--- config.mk ---
export PLATFORM = sky130hd
export DESIGN_NAME = drink_vend_ctrl_flat
export DESIGN_NICKNAME = d
export VERILOG_FILES = /design/src/rtl/drink_vend_if.sv /design/src/rtl/drink_vend_ctrl.sv /design/src/flat_wrapper.sv
export SDC_FILE = /design/constraint.sdc
export NUM_CORES = 1
export LEC_CHECK = 0
export CORE_AREA = 2 2 45 47
export CTS_CLUSTER_DIAMETER = 100
export DETAILED_ROUTE_END_ITERATION = 16
export DIE_AREA = 0 0 47 49
export PLACE_DENSITY = 0.86
export SLEW_MARGIN = 5
export SYNTH_ARGS = -nofsm -noshare
export SYNTH_HDL_FRONTEND = slang
export SYNTH_SLANG_ARGS = --single-unit
--- constraint.sdc ---
create_clock -name clk -period 3.3 [get_ports clk]
set_clock_uncertainty 0.2 [all_clocks]
set_input_delay 0.66 -clock clk [delete_from_list [all_inputs] [get_ports clk]]
set_output_delay 0.66 -clock clk [all_outputs]
set_load 0.02 [all_outputs]
--- src/rtl/drink_vend_if.sv ---
// Coin/vend/change signal bundle between the front end and drink_vend_ctrl.
// master drives coins and acks; slave is the controller.
interface drink_vend_if #(
  parameter int CREDIT_W = 4
);
  logic                half;
  logic                one;
  logic                cancel;
  logic                restock;
  logic                chg_ack;
  logic                coin_ready;
  logic                coin_rej;
  logic                vend;
  logic                chg_req;
  logic [CREDIT_W-1:0] credit;
  logic                sold_out;

  modport master (
    output half, one, cancel, restock, chg_ack,
    input  coin_ready, coin_rej, vend, chg_req, credit, sold_out
  );

  modport slave (
    input  half, one, cancel, restock, chg_ack,
    output coin_ready, coin_rej, vend, chg_req, credit, sold_out
  );
endinterface

--- src/rtl/drink_vend_ctrl.sv ---
// Drink vending controller: half-unit credit, stock tracking, req/ack change.
// VEND_CANCEL_EN enables refund of collected credit on cancel.
module drink_vend_ctrl #(
  parameter int PRICE      = 4,
  parameter int CREDIT_W   = 4,
  parameter int STOCK_W    = 4,
  parameter int STOCK_INIT = 8
) (
  input logic         clk,
  input logic         reset,
  drink_vend_if.slave bus
);

  typedef enum logic [1:0] {
    IDLE, COLLECT, VEND, CHANGE
  } state_e;

  localparam logic [CREDIT_W:0] PRICE_W =
    (CREDIT_W+1)'(PRICE);
  localparam logic [STOCK_W-1:0] STOCK_RST =
    STOCK_W'(STOCK_INIT);

  state_e              state_q, state_d;
  logic [CREDIT_W-1:0] credit_q, credit_d;
  logic [STOCK_W-1:0]  stock_q, stock_d;
  logic                coin_rej_q, coin_rej_d;

  logic                sold_out;
  logic                coin_ready;
  logic                chg_req;
  logic                sale;
  logic                cancel_hit;
  logic [1:0]          coin_val;
  logic [CREDIT_W:0]   sum;

  assign sold_out   = (stock_q == '0);
  assign coin_ready = ((state_q == IDLE) ||
                       (state_q == COLLECT)) &&
                      !sold_out;
  assign chg_req    = (state_q == CHANGE) &&
                      (credit_q != '0);
  // half is worth 1, one is worth 2: {one,half} is the sum
  assign coin_val   = {bus.one, bus.half};
  assign sum        = {1'b0, credit_q} +
                      {{(CREDIT_W-1){1'b0}}, coin_val};

`ifdef VEND_CANCEL_EN
  assign cancel_hit = bus.cancel &&
                      (state_q == COLLECT);
`else
  logic unused_cancel;
  assign unused_cancel = bus.cancel;
  assign cancel_hit    = 1'b0;
`endif

  always_ff @(posedge clk or negedge reset) begin
    if (!reset) begin
      state_q    <= IDLE;
      credit_q   <= '0;
      stock_q    <= STOCK_RST;
      coin_rej_q <= 1'b0;
    end else begin
      state_q    <= state_d;
      credit_q   <= credit_d;
      stock_q    <= stock_d;
      coin_rej_q <= coin_rej_d;
    end
  end

  always_comb begin
    state_d  = state_q;
    credit_d = credit_q;
    sale     = 1'b0;
    unique case (state_q)
      IDLE, COLLECT: begin
        if (cancel_hit) begin
          // late coin is folded into the refund
          if (coin_ready)
            credit_d = sum[CREDIT_W-1:0];
          state_d = CHANGE;
        end else if (coin_ready &&
                     (coin_val != 2'b00)) begin
          if (sum >= PRICE_W) begin
            credit_d = CREDIT_W'(sum - PRICE_W);
            sale     = 1'b1;
            state_d  = VEND;
          end else begin
            credit_d = sum[CREDIT_W-1:0];
            state_d  = COLLECT;
          end
        end
      end
      VEND: begin
        state_d = (credit_q != '0) ? CHANGE : IDLE;
      end
      CHANGE: begin
        if (chg_req && bus.chg_ack) begin
          credit_d = credit_q - 1'b1;
          if (credit_q == CREDIT_W'(1))
            state_d = IDLE;
        end
      end
      default: state_d = IDLE;
    endcase

    if (bus.restock)
      stock_d = STOCK_RST;
    else if (sale)
      stock_d = stock_q - 1'b1;
    else
      stock_d = stock_q;

    coin_rej_d = (bus.half || bus.one) &&
                 !coin_ready;
  end

  always_comb begin
    bus.coin_ready = coin_ready;
    bus.coin_rej   = coin_rej_q;
    bus.vend       = (state_q == VEND);
    bus.chg_req    = chg_req;
    bus.credit     = credit_q;
    bus.sold_out   = sold_out;
  end

endmodule

--- src/flat_wrapper.sv ---
// flat-port wrapper written by rule: the top's interface ports become plain ports
module drink_vend_ctrl_flat 
#(
  parameter int PRICE      = 4,
  parameter int CREDIT_W   = 4,
  parameter int STOCK_W    = 4,
  parameter int STOCK_INIT = 8
)
  (clk, reset, bus_half, bus_one, bus_cancel, bus_restock, bus_chg_ack, bus_coin_ready, bus_coin_rej, bus_vend, bus_chg_req, bus_credit, bus_sold_out);
  drink_vend_if #(.CREDIT_W(CREDIT_W)) bus_i ();
  input logic clk;
  input logic reset;
  input wire logic [$bits(bus_i.half)-1:0] bus_half;
  input wire logic [$bits(bus_i.one)-1:0] bus_one;
  input wire logic [$bits(bus_i.cancel)-1:0] bus_cancel;
  input wire logic [$bits(bus_i.restock)-1:0] bus_restock;
  input wire logic [$bits(bus_i.chg_ack)-1:0] bus_chg_ack;
  output wire logic [$bits(bus_i.coin_ready)-1:0] bus_coin_ready;
  output wire logic [$bits(bus_i.coin_rej)-1:0] bus_coin_rej;
  output wire logic [$bits(bus_i.vend)-1:0] bus_vend;
  output wire logic [$bits(bus_i.chg_req)-1:0] bus_chg_req;
  output wire logic [$bits(bus_i.credit)-1:0] bus_credit;
  output wire logic [$bits(bus_i.sold_out)-1:0] bus_sold_out;
  assign bus_i.half = bus_half;
  assign bus_i.one = bus_one;
  assign bus_i.cancel = bus_cancel;
  assign bus_i.restock = bus_restock;
  assign bus_i.chg_ack = bus_chg_ack;
  assign bus_coin_ready = bus_i.coin_ready;
  assign bus_coin_rej = bus_i.coin_rej;
  assign bus_vend = bus_i.vend;
  assign bus_chg_req = bus_i.chg_req;
  assign bus_credit = bus_i.credit;
  assign bus_sold_out = bus_i.sold_out;
  drink_vend_ctrl #(.PRICE(PRICE), .CREDIT_W(CREDIT_W), .STOCK_W(STOCK_W), .STOCK_INIT(STOCK_INIT)) u_core (.clk(clk), .reset(reset), .bus(bus_i));
endmodule
==> impl_results.md, run 1 <==
* Initial antenna violation count at 0
* Layout fillers at 181
* GRT met2 Usage at 31.74%
* Share of layout cells above drive strength 1 at 22.81%
* Maximum vdd drop at 0.0005543 V
* Die X-Extent at 47 um
* Sink Count at 11
* Area grow syn2layout at 28.57%
* Synth cell types at 37
* Minimum clock period at 3.158 ns
* Mapped Area at 875.8 um2
* Crit path kind: input pin to register
* Cell mode on critical path: inv_1
* Max-Cap Viols at 0
* DP Cell Count at 136
* DR vias at 757
* Die height at 49 um
* All-Layer GR Usage at 18.63%
* Clock transition at path regs at 0.07 ns
* IO Port Bufs at 14
* Pre-antenna DRT Iters at 4
* Ports at 16
* Max_slew headroom at 68.31%
* Pwr/cell area at 1061 nW/um2
* Clock Latency Late Sink at 0.27 ns
* WL/cell at 13.05 um
* Yosys top cell by area: dfrtp_1
* Crit path max fanout at 3
* Synth Area in Compound Gates at 19.57%
* H-tree levels at 1
* Antenna fix cells at 0
* Iter 0 DRT Violations at 15
* Die ar. at 2303 um2
* Vias per cell at 5.369
* R2R cell count at 13
* LEAKAGE at 0.4874 nW
* Status: finished, final reports clean
* Nets at 131
* GRT overflow at 0
* Yosys warns at 0
* Largest net degree at the start of global routing at 12
* Largest family of logic cells by synthesized area: simple AND/OR/NAND/NOR gates
* CTS Root Cell: clkbuf_4
* Part of the Yosys area used for sequential elements at 31.57%
* CP Capture Point: u_core.stock_q[2]
* Setup slack at placement at -0.2095 ns
* Multiplexer area fraction after synthesis at 1.143%
* Register area at 276.5 um2
* Slew @ Worst Pin at 0.4739 ns
* # DRC at 0
* Final setup margin at 0.1424 ns
* Simple-Gate Fraction of Synth Area at 26.43%
* Post-Syn Instances at 92
* Post-Synth XOR/XNOR Area at 3.000%
* Met3 Use GR at 1.111%
* Adder-cell share of the synthesized area at 13.71%
* Commonest non-fill, non-tap cells in the layout: clkdlybuf4s50_1, nor2_1, dfrtp_1
* Post-detailed-routing wire length at 1.840 mm
* Fin Setup TNS at 0 ns
* Core Footprint at 1842 um2
* Global-route wire length before repair at 3.146 mm
* CTS tree: built
* Synth top area cells: dfrtp_1, ha_1, a21oi_4
* F_max at 316.7 MHz
* GP Congestion at 0.9009
* Final hold violations at 0
* Post-route antenna net violation count at 0
* Top-area cell type share of the netlist area at 28.57%
* Slowest stage delay, CP at 0.49 ns
* Slew Limit Fails at 0
* Critical Path RT at 3.27 ns
* Synthesized flop and latch total at 11
* Sequence of cells on the critical path: clkdlybuf4s50_1 -> ha_2 -> inv_1 -> fa_2 -> nor2b_1 -> or2_4 -> inv_1 -> ha_1 -> nor2b_4 -> a221oi_4 -> buf_4 -> a211oi_2 -> xnor2_1 -> nor2_1
* Crit path launch type: input pin
* Multi-input combinational cell area at 574.3 um2
* Final setup vio count at 0
* Starting Density at 47.55%
* Final Util at 61.14%
* CP Launch Point: bus_half
* Detail Placement HPWL at 1.393 mm
* Most common cell after layout, fill and taps aside: clkdlybuf4s50_1
* Tot Pwr at 1.195 mW
* Hold Path Class: register to register
* Row count at 16
* FF-to-FF End: u_core.stock_q[2]
* TritonCTS buffer count at 3
* Reg-to-reg startpoint: u_core.bus.credit[0]
* Worst Setup End Kind: register
* Vias in the first global route at 767
* Mapped Nets at 108
* CP max stage cell: clkdlybuf4s50_1
* Met1 Use GR at 23.00%
* Avg Inst Size Synth at 9.520 um2
* R2R Setup Slk at 0.48 ns
* Top Usage Layer GRT: met2
* Post-Layout Cell Count at 141
* Clock Tree Buf Depth at 2
* Worst Path Arrival at 3.12 ns
* Period utilization at 95.68%
-- flip-flops by register name (all words and copies together), names as in the netlist --
signal               count
u_core.bus.coin_rej      1
u_core.bus.credit        4
u_core.state_q           2
u_core.stock_q           4
-- metrics by stage --
| step | hold slack, ns | cell area (um2) |
|---|---|---|
| floorplan | 0.1644 | 875.8 |
| global placement | 0.3496 | 1077 |
| detailed placement | 0.3544 | 1077 |
| CTS | 0.3756 | 1104 |
| global route | 0.4157 | 1126 |
| finish | 0.3723 | 1126 |
-- Yosys cell counts --
master,instances
a211oi_2,1
a21o_1,1
a21o_2,1
a21oi_1,4
a21oi_4,3
a221oi_4,1
a31oi_1,1
a32oi_1,1
and3_1,2
buf_2,2
dfrtp_1,10
dfstp_2,1
fa_1,1
ha_1,8
inv_1,8
mux2i_1,1
nand2_1,3
nand2_2,1
nand2b_1,1
nand3_1,3
nand4_1,2
nand4b_1,1
nor2_1,10
nor2_2,1
nor2b_1,7
nor3_1,3
nor3_2,1
nor3b_1,1
nor3b_2,1
o21ai_0,2
o21bai_1,2
o31ai_1,1
or2_4,1
or3_1,1
or3_4,1
xnor2_1,2
xor2_1,1
-- report_power, final --
part,internal (mW),leakage (nW),switching (mW)
logic,0.391,0.341,0.415
clock network,0.0469,0.0150,0.0468
registers,0.199,0.132,0.0962
total,0.637,0.487,0.558
-- area by class of cell --
| type | count | share of cell area [%] |
|---|---|---|
| flip-flops and latches | 11 | 24.56 |
| inverters | 8 | 2.667 |
| repair buffers | 20 | 16.44 |
| clock buffers | 4 | 2.333 |
| multi-input cells | 71 | 51.00 |
| well taps | 27 | 3.000 |
-- per-layer routing --
layer	part of all wire, %	up-vias
met5	0	-
met4	1.6	0
met3	4.5	4
met2	52	23
met1	42	369
li1	-	361
-- timing repair --
item / in CTS / in global routing
setup buffers: 0 / 1
endpoints found under the setup margin: 0 / 8
resized for setup: 0 / 5
hold buffers: 0 / 0
-- critical path: cells and delay by family --
kind,cells,cell delay (ns)
simple gates,4,0.61
buf+inv,4,0.76
xor+xnor,1,0.14
fa+ha+maj,3,0.66
compound gates,2,0.29
-- logic make-up after synthesis --
kind of cell,after synthesis
simple gates,40
compound gates,18
flops,11
buf+inv,10
fa+ha+maj,9
xor+xnor,3
mux,1
-- worst min path at each step --
stage / to / cells past startpoint / startpoint
after floorplan: u_core.bus.coin_rej / 0 / reset
after global placement: u_core.stock_q[3] / 2 / u_core.stock_q[3]
after detailed placement: u_core.stock_q[3] / 2 / u_core.stock_q[3]
after CTS: u_core.stock_q[0] / 2 / u_core.stock_q[0]
after global routing: u_core.stock_q[3] / 2 / u_core.stock_q[3]
final: u_core.stock_q[0] / 2 / u_core.stock_q[0]
Power figures use the tool's default switching activity.
==> run 2, diff against run 1 <==
--- a/config.mk
+++ b/config.mk
@@ -10,6 +10,7 @@
 export DETAILED_ROUTE_END_ITERATION = 16
 export DIE_AREA = 0 0 47 49
 export PLACE_DENSITY = 0.86
+export RECOVER_POWER = 100
 export SLEW_MARGIN = 5
 export SYNTH_ARGS = -nofsm -noshare
 export SYNTH_HDL_FRONTEND = slang
==> run 2 against run 1 <==
  * Flip-flop and latch count is the same
  * Register-to-register slack about the same
  * Die area unchanged
  * Combinational power is 0.6% lower
  * Clock power about the same
==> impl_results.md, run 2 (same netlist as run 1, synthesis figures left out) <==
* Status: finished, final reports clean (unchanged)
* Vias per cell at 5.369 (unchanged)
* Layout fillers at 181 (unchanged)
* Clock transition at path regs at 0.07 ns (about the same)
* Routed wl met2 at 951 um (unchanged)
* All-Layer GR Usage at 18.63% (unchanged)
* Vias in the first global route at 767 (unchanged)
* Clock Tree Buf Depth at 2 (unchanged)
* Worst Path Arrival at 3.12 ns (about the same)
* Pwr/cell area at 1057 nW/um2 (was 1061 nW/um2)
* GP Congestion at 0.9009 (unchanged)
* Switching part of the total at 46.83% (was 46.69%)
* Crit path max fanout at 3 (unchanged)
* WL met1 at 776 um (was 777 um)
* Starting Density at 47.55% (unchanged)
* # DRC at 0 (unchanged)
* Iter 0 DRT Violations at 15 (unchanged)
* Crit path kind: input pin to register (unchanged)
* Post-Layout Cell Count at 141 (unchanged)
* CTS tree: built (unchanged)
* Slew @ Worst Pin at 0.4791 ns (was 0.4739 ns)
* Cell mode on critical path: inv_1 (unchanged)
* Max_slew headroom at 67.95% (was 68.31%)
* Commonest non-fill, non-tap cells in the layout: clkdlybuf4s50_1, nor2_1, dfrtp_1 (unchanged)
* Largest net degree at the start of global routing at 12 (unchanged)
* Final setup vio count at 0 (unchanged)
* DR vias at 757 (unchanged)
* Pre-antenna DRT Iters at 4 (unchanged)
* TritonCTS buffer count at 3 (unchanged)
* Post-CTS Hold Buffers at 0 (unchanged)
* Hold Path Class: register to register (unchanged)
* Crit path launch type: input pin (unchanged)
* Max layer used: met4 (unchanged)
* Slowest stage delay, CP at 0.49 ns (about the same)
* Row count at 16 (unchanged)
* F_max at 316.7 MHz (unchanged)
* Detail Placement HPWL at 1.393 mm (unchanged)
* Antenna fix cells at 0 (unchanged)
* H-tree levels at 1 (unchanged)
* WL/cell at 13.04 um (was 13.05 um)
* Die X-Extent at 47 um (unchanged)
* Sequence of cells on the critical path: clkdlybuf4s50_1 -> ha_2 -> inv_1 -> fa_2 -> nor2b_1 -> or2_4 -> inv_1 -> ha_1 -> nor2b_4 -> a221oi_4 -> buf_4 -> a211oi_2 -> xnor2_1 -> nor2_1 (unchanged)
* Post-route antenna net violation count at 0 (unchanged)
* Worst Setup End Kind: register (unchanged)
* Tot Pwr at 1.191 mW (was 1.195 mW)
* CP max stage cell: clkdlybuf4s50_1 (unchanged)
* Nets at 131 (unchanged)
* Share of layout cells above drive strength 1 at 22.81% (unchanged)
* Minimum clock period at 3.158 ns (unchanged)
* Comb power frac at 67.4% (was 67.5%)
* Net Sw Power at 0.5576 mW (was 0.5581 mW)
* Die height at 49 um (unchanged)
* Area grow syn2layout at 28.57% (unchanged)
* LEAKAGE at 0.4867 nW (was 0.4874 nW)
* CTS Root Cell: clkbuf_4 (unchanged)
* Maximum vdd drop at 0.0005517 V (was 0.0005543 V)
* Clock Power Share at 7.9% (was 7.8%)
* Ports at 16 (unchanged)
* Post-detailed-routing wire length at 1.839 mm (was 1.840 mm)
* Max-Cap Viols at 0 (unchanged)
* Global-route wire length before repair at 3.146 mm (unchanged)
* IO Port Bufs at 14 (unchanged)
* Most common cell after layout, fill and taps aside: clkdlybuf4s50_1 (unchanged)
* Sink Count at 11 (unchanged)
* Critical Path RT at 3.27 ns (about the same)
* DP Cell Count at 136 (unchanged)
* Final hold violations at 0 (unchanged)
* Initial antenna violation count at 0 (unchanged)
* Crit path buf inv count at 4 (unchanged)
* Clock Latency Late Sink at 0.27 ns (about the same)
* GRT overflow at 0 (unchanged)
* P_int at 0.6331 mW (was 0.6372 mW)
* Core Footprint at 1842 um2 (unchanged)
* Period utilization at 95.68% (unchanged)
* CP delay by family, top: buffers and inverters (unchanged)
* Met3 WL at 82 um (unchanged)
* Slew Limit Fails at 0 (unchanged)
* Seq pwr share at 24.7% (about the same)
* Die ar. at 2303 um2 (unchanged)
* Final Util at 61.14% (unchanged)
==> run 2: layout make-up <==
| class | count | area (um2) | area share [%] |
|---|---|---|---|
| clock buffers | 4 | 26.28 | 2.333 |
| repair buffers | 20 | 185.2 | 16.44 |
| flip-flops and latches | 11 | 276.5 | 24.56 |
| multi-input cells | 71 | 574.3 | 51.00 |
| well taps | 27 | 33.78 | 3.000 |
| inverters | 8 | 30.03 | 2.667 |
==> run 2: what timing repair did <==
| action | 4_1_cts | 5_1_grt |
|---|---|---|
| endpoints found under the setup margin | 0 | 8 |
| resized for setup | 0 | 5 |
| setup buffers | 0 | 1 |
==> run 2: path summary, 6_finish.rpt <==
check,from,end,slack [ns],depth (start not counted)
setup / recovery,bus_half,u_core.stock_q[2],0.14,14
hold / removal,u_core.stock_q[0],u_core.stock_q[0],0.37,2
setup reg to reg,u_core.bus.credit[0],u_core.stock_q[2],0.48,13
hold reg to reg,u_core.stock_q[0],u_core.stock_q[0],0.37,2
max in group asynchronous,reset,u_core.stock_q[3],1.97,1
min in group asynchronous,reset,u_core.stock_q[1],0.58,1
==> run 2: metrics by stage <==
stage                     setup slack, ns  setup TNS (ns)  hold slack [ns]  cell area, um2
after global placement            -0.1496         -0.7287           0.3496            1077
final                              0.1424               0           0.3723            1126
after CTS                         0.06497               0           0.3756            1104
after detailed placement          -0.2095          -1.166           0.3544            1077
after floorplan                    0.4183               0           0.1644           875.8
after global routing             -0.01994        -0.01994           0.4157            1126
==> run 2: power groups by stage <==
stage               sequential, mW  combinational (mW)  clock [mW]
floorplan                    0.296               0.523           0
global placement             0.291               0.737           0
detailed placement           0.296               0.765           0
CTS                          0.294               0.772      0.0963
global route                 0.304               0.890      0.0982
finish                       0.295               0.802      0.0936
==> run 2: layer usage <==
layer / GRT usage, % / up-vias
li1: - / 361
met1: 23.00 / 369
met2: 31.74 / 23
met3: 1.111 / 4
met4: 8.333 / 0
met5: 0 / -
==> run 2: tightest hold or removal path, delay by kind of cell, from the launching register on <==
kind,cells,cell delay [ns]
and+or+nand+nor,1,0.08
DFF,1,0.38
xor gates and xnor gates,1,0.08
==> run 3, diff against run 2 <==
--- a/config.mk
+++ b/config.mk
@@ -11,7 +11,7 @@
 export DIE_AREA = 0 0 47 49
 export PLACE_DENSITY = 0.86
 export RECOVER_POWER = 100
-export SLEW_MARGIN = 5
+export SLEW_MARGIN = 20
 export SYNTH_ARGS = -nofsm -noshare
 export SYNTH_HDL_FRONTEND = slang
 export SYNTH_SLANG_ARGS = --single-unit
==> results of run 3 <==
No change in the layout: final DEF, timing and power equal those of run 2.
==> edit 1: new RTL, config.mk and constraints of run 2 <==
`CREDIT_W` is set to 4 in 3 places; all go to 6.
--- a/src/rtl/drink_vend_if.sv
+++ b/src/rtl/drink_vend_if.sv
@@ -3,3 +3,3 @@
 interface drink_vend_if #(
-  parameter int CREDIT_W = 4
+  parameter int CREDIT_W = 6
 );
--- a/src/rtl/drink_vend_ctrl.sv
+++ b/src/rtl/drink_vend_ctrl.sv
@@ -4,3 +4,3 @@
   parameter int PRICE      = 4,
-  parameter int CREDIT_W   = 4,
+  parameter int CREDIT_W   = 6,
   parameter int STOCK_W    = 4,
--- a/src/flat_wrapper.sv
+++ b/src/flat_wrapper.sv
@@ -4,3 +4,3 @@
   parameter int PRICE      = 4,
-  parameter int CREDIT_W   = 4,
+  parameter int CREDIT_W   = 6,
   parameter int STOCK_W    = 4,
Interface: changed (resized bus_credit); port bits go from 16 to 18. No check against the original RTL was run, so the function may have changed too.
==> edit 1 against run 2 <==
Power increased by 16%. Die area stayed put. Synthesized area increased by 32%. Via count increased by 45%. Wire length increased by 49%. First-iteration DRC count grew to 2.9 times the old value. Critical endpoint is now u_core.state_q[0]. Worst hold slack got worse by 37 ps. Final area is 28% higher. Sequential cell count increased by 2. Worst setup slack worse by 40 ps.
==> edit 1: results (changes against run 2) <==
maximum VDD drop=0.6895 mV (+25%); routed length on met3=141 um (+72%); Buffers on Ports=16 (+2); family with the most delay on the worst path=buffers and inverters; Post-Route WL=2740 um (+49%); clock slew seen by the registers of the worst setup and hold paths=90 ps (+20 ps); Crit Path Max Fanout=8 (+5); length of routed wiring on met1=1201 um (+55%); largest cells by area after synthesis=sky130_fd_sc_hd__dfrtp_1 26%, sky130_fd_sc_hd__ha_1 7.6%, sky130_fd_sc_hd__nor2_1 4.9%; maximum level of the CTS H-tree=1 (unchanged); status=complete, no violations; half-perimeter wire length of the detailed placement result=2068 um (+48%); weighted congestion reported at the end of routability-driven placement=0.8943 (-0.73%); # nets final=172 (+31%); global router's overall resource usage=27.67% (+9.0 points); Post-Syn Area per Cell=8.825 um^2 (-7.3%); post-place setup slack=-352.0 ps (-142.5 ps); # placed instances=178 (+31%); DR WL/cell=14.97 um (+15%); via count normalized by instance count=5.978 (+11%); fillers=131 (-28%); pin count of the biggest net entering global routing=14 (+2); vias in the first global route=1091 (+42%); Synth cell types=49 (+32%); total nets after synthesis=146 (+35%); Seq/Total Area, Yosys=28.25% (-3.3 points); DRC violation total after the first TritonRoute iteration=44 (+29); Worst Path Arrival=3200 ps (+80 ps); Leakage=0.0006515 uW (+34%); list of most frequent post-synthesis cells=15 x sky130_fd_sc_hd__nor2_1, 12 x sky130_fd_sc_hd__dfrtp_1, 11 x sky130_fd_sc_hd__nand2_1
## edit 1: cell count changes in the layout (fill, tap and decap cells not counted), moves of 3 or more
cell,run 2,this run
sky130_fd_sc_hd__a21oi_1,4,7
sky130_fd_sc_hd__buf_4,6,11
sky130_fd_sc_hd__clkdlybuf4s50_1,11,5
sky130_fd_sc_hd__dlygate4sd3_1,3,10
sky130_fd_sc_hd__nand2_1,3,11
sky130_fd_sc_hd__nor2_1,10,15
## edit 1: power groups by stage
stage               clock network [uW]  logic, uW  registers [uW]
floorplan                            0        600             328
global placement                     0        895             322
detailed placement                   0        932             326
CTS                                101        955             324
global route                       112       1050             340
finish                             101        952             328
## edit 1: worst reg2reg max path, delay by kind of cell (launching register included)
family,cells,cell delay (ps)
AND/OR/NAND/NOR,2,680
adder cells (fa/ha/maj),1,500
AO/OA/AOI/OAI,3,380
flip-flops,1,440
buffers and inverters,4,620
## edit 1: cell type report
class | instances | area, um^2 | share of cell area [%]
tap | 27 | 33.78 | 2.340
clock buffer | 4 | 26.28 | 1.820
timing repair buffer | 29 | 254.0 | 17.59
multi-input combinational | 103 | 777.0 | 53.81
sequential | 13 | 326.6 | 22.62
inverter | 7 | 26.28 | 1.820
## edit 1: path summary, 6_finish.rpt
check	from	end	slack [ps]	cells past startpoint
setup / recovery	bus_one	u_core.state_q[0]	100	11
hold / removal	u_core.stock_q[3]	u_core.stock_q[3]	340	2
setup reg to reg	u_core.bus.credit[1]	u_core.state_q[0]	410	10
hold reg to reg	u_core.stock_q[3]	u_core.stock_q[3]	340	2
max in group asynchronous	reset	u_core.stock_q[2]	1890	1
min in group asynchronous	reset	u_core.bus.credit[1]	620	1
## edit 1: cells by family (layout without fill, tap and decap cells)
kind of cell    after synthesis  after routing  share of synthesized area [%]
simple gates                 54             54                          25.43
compound gates               32             32                          21.97
buf+inv                      15             40                          6.602
flops                        13             13                          28.25
fa+ha+maj                     8              8                          9.307
mux                           6              6                          6.169
xor+xnor                      3              3                          2.273
## edit 1: per-stage QoR
stage	hold slack, ps	power, uW
floorplan	164.4	928.6
global placement	311.9	1216
detailed placement	336.4	1258
CTS	347.4	1380
global route	367.5	1507
finish	335.2	1381
## edit 1: metal layers
metal / vias to the layer above / global-route usage [%]
met3: 10 / 3.704
met4: 0 / 10.19
met2: 51 / 43.15
li1: 523 / -
met5: - / 0
met1: 510 / 37.84
## edit 1: timing repair
| item | 4_1_cts | 5_1_grt |
|---|---|---|
| setup endpoints to repair | 2 | 5 |
| pin swaps | 1 | 5 |
| gates resized for setup | 3 | 8 |
| buffers inserted | 1 | 0 |
| hold buffers | 0 | 0 |
==> edit 2: new RTL, flow settings as in run 2 <==
Made on the original files. The 4 states of `state_e` get a Gray code encoding in 2 bits.
--- a/src/rtl/drink_vend_ctrl.sv
+++ b/src/rtl/drink_vend_ctrl.sv
@@ -14,3 +14,3 @@
   typedef enum logic [1:0] {
-    IDLE, COLLECT, VEND, CHANGE
+    IDLE = 2'b00, COLLECT = 2'b01, VEND = 2'b11, CHANGE = 2'b10
   } state_e;
Check against the original RTL: no difference found for any inputs over 10 cycles, from zero or initial values and one cycle with reset low; not proved beyond that.
==> edit 2 against run 2 <==
Worst hold slack got worse by 56 ps. Sequential cell count stayed put. Via count grew 7.5%. Wire length up 8.0%. Synthesized area rose by 0.71%. Final area fell by 2.1%. Largest cell class unchanged. Worst setup slack improved by 10 ps. Power fell by 11%. Register-to-register slack improved by 60 ps.
==> edit 2: results (changes against run 2) <==
status=complete, no violations; cell accounting for the most synthesized area=sky130_fd_sc_hd__dfrtp_1; area overhead of the layout relative to synthesis=24.96%; Worst Path Arrival=3100 ps (-20 ps); maximum VDD drop=0.5461 mV (-1.0%); largest cells by area after synthesis=sky130_fd_sc_hd__dfrtp_1 28%, sky130_fd_sc_hd__ha_1 11%, sky130_fd_sc_hd__nor2_1 5.5%; DR WL/cell=13.43 um (+2.9%); Placement Cell Area=0.001080 mm^2 (+0.23%); list of most frequent post-synthesis cells=13 x sky130_fd_sc_hd__nor2_1, 10 x sky130_fd_sc_hd__dfrtp_1, 10 x sky130_fd_sc_hd__inv_1; minimum setup slack among reg-to-reg paths=540 ps (+60 ps); # nets final=138 (+5.3%); worst setup path startpoint=bus_one; Synth Area in Adders=13.62% (-0.097 points); share of post-route cells with drive strength above 1=9.091% (-14 points); met1 GRT Util=26.33% (+3.3 points); met3 usage=4.444% (+3.3 points); DRC violation total after the first TritonRoute iteration=17 (+2); Finished Layout Cells=148 (+5.0%); Crit Path Max Fanout=4 (+1); Post-Synth XOR/XNOR Area=1.986% (-1.0 points); share of cell area taken by muxes after synthesis=3.546% (+2.4 points); via count normalized by instance count=5.500 (+2.4%); Post-Syn Area per Cell=8.734 um^2 (-8.3%); total nets after synthesis=117 (+8.3%); first-pass GRT wire length=3422 um (+8.8%); Min-Delay Endpoint=u_core.stock_q[3]; startpoint of the worst hold path=u_core.stock_q[3]; highest cell delay on the worst timing path=540 ps (+50 ps); number of gates resized after CTS=0 (unchanged); Primary FF master, synth=sky130_fd_sc_hd__dfrtp_1; met2 routed WL=980 um (+3.0%); worst hold path class=reg2reg; half-perimeter wire length of the detailed placement result=1505 um (+8.0%); compound-cell area share of the yosys netlist=18.30% (-1.3 points); Period minus WS final=3147 ps (-10.17 ps); family with the most delay on the worst path=simple AND/OR/NAND/NOR gates; met2 track demand over resource=31.05% (-0.68 points); Synth cell types=42 (+14%); pin count of the biggest net entering global routing=13 (+1); vias in the first global route=807 (+5.2%); clk_lat worst skew=280 ps; transition at the pin with the smallest max-transition slack=537.5 ps (+58.38 ps); final hold slack=316.1 ps (-56.19 ps); Seq/Total Area, Yosys=31.35% (-0.22 points); weighted congestion reported at the end of routability-driven placement=0.8132 (-9.7%); global router's overall resource usage=20.40% (+1.8 points); Leakage=0.0005026 uW (+3.3%); post-place setup slack=-117.9 ps (+91.65 ps); length of routed wiring on met1=901 um (+16%); depth of the most critical reg-to-reg path=9 (-4)
[edit 2: cell types whose count changed after synthesis, sizes merged, moves of 3 or more]
cell,change
nor2b,-4
a21oi,-4
and2,+3
inv,+3
[edit 2: layout make-up]
| cell class | count | area share, % |
|---|---|---|
| repair buffers | 19 | 15.78 |
| flip-flops and latches | 11 | 25.09 |
| multi-input cells | 76 | 49.94 |
| clock buffers | 4 | 2.384 |
| inverters | 11 | 3.746 |
| well taps | 27 | 3.065 |
[edit 2: kinds of logic (layout without fill, tap and decap cells)]
group | after synthesis | in the layout
buffers and inverters | 14 | 34
AND/OR/NAND/NOR | 41 | 41
XOR/XNOR | 2 | 2
adder cells (fa/ha/maj) | 9 | 9
multiplexers | 3 | 3
flip-flops | 11 | 11
AO/OA/AOI/OAI | 21 | 21
[edit 2: where the power goes]
group / leakage (uW) / switching (uW) / total, uW / internal (uW)
clock network: 0.0000150 / 52.2 / 99.2 / 47.0
registers: 0.000135 / 73.1 / 270 / 197
logic: 0.000353 / 381 / 696 / 314
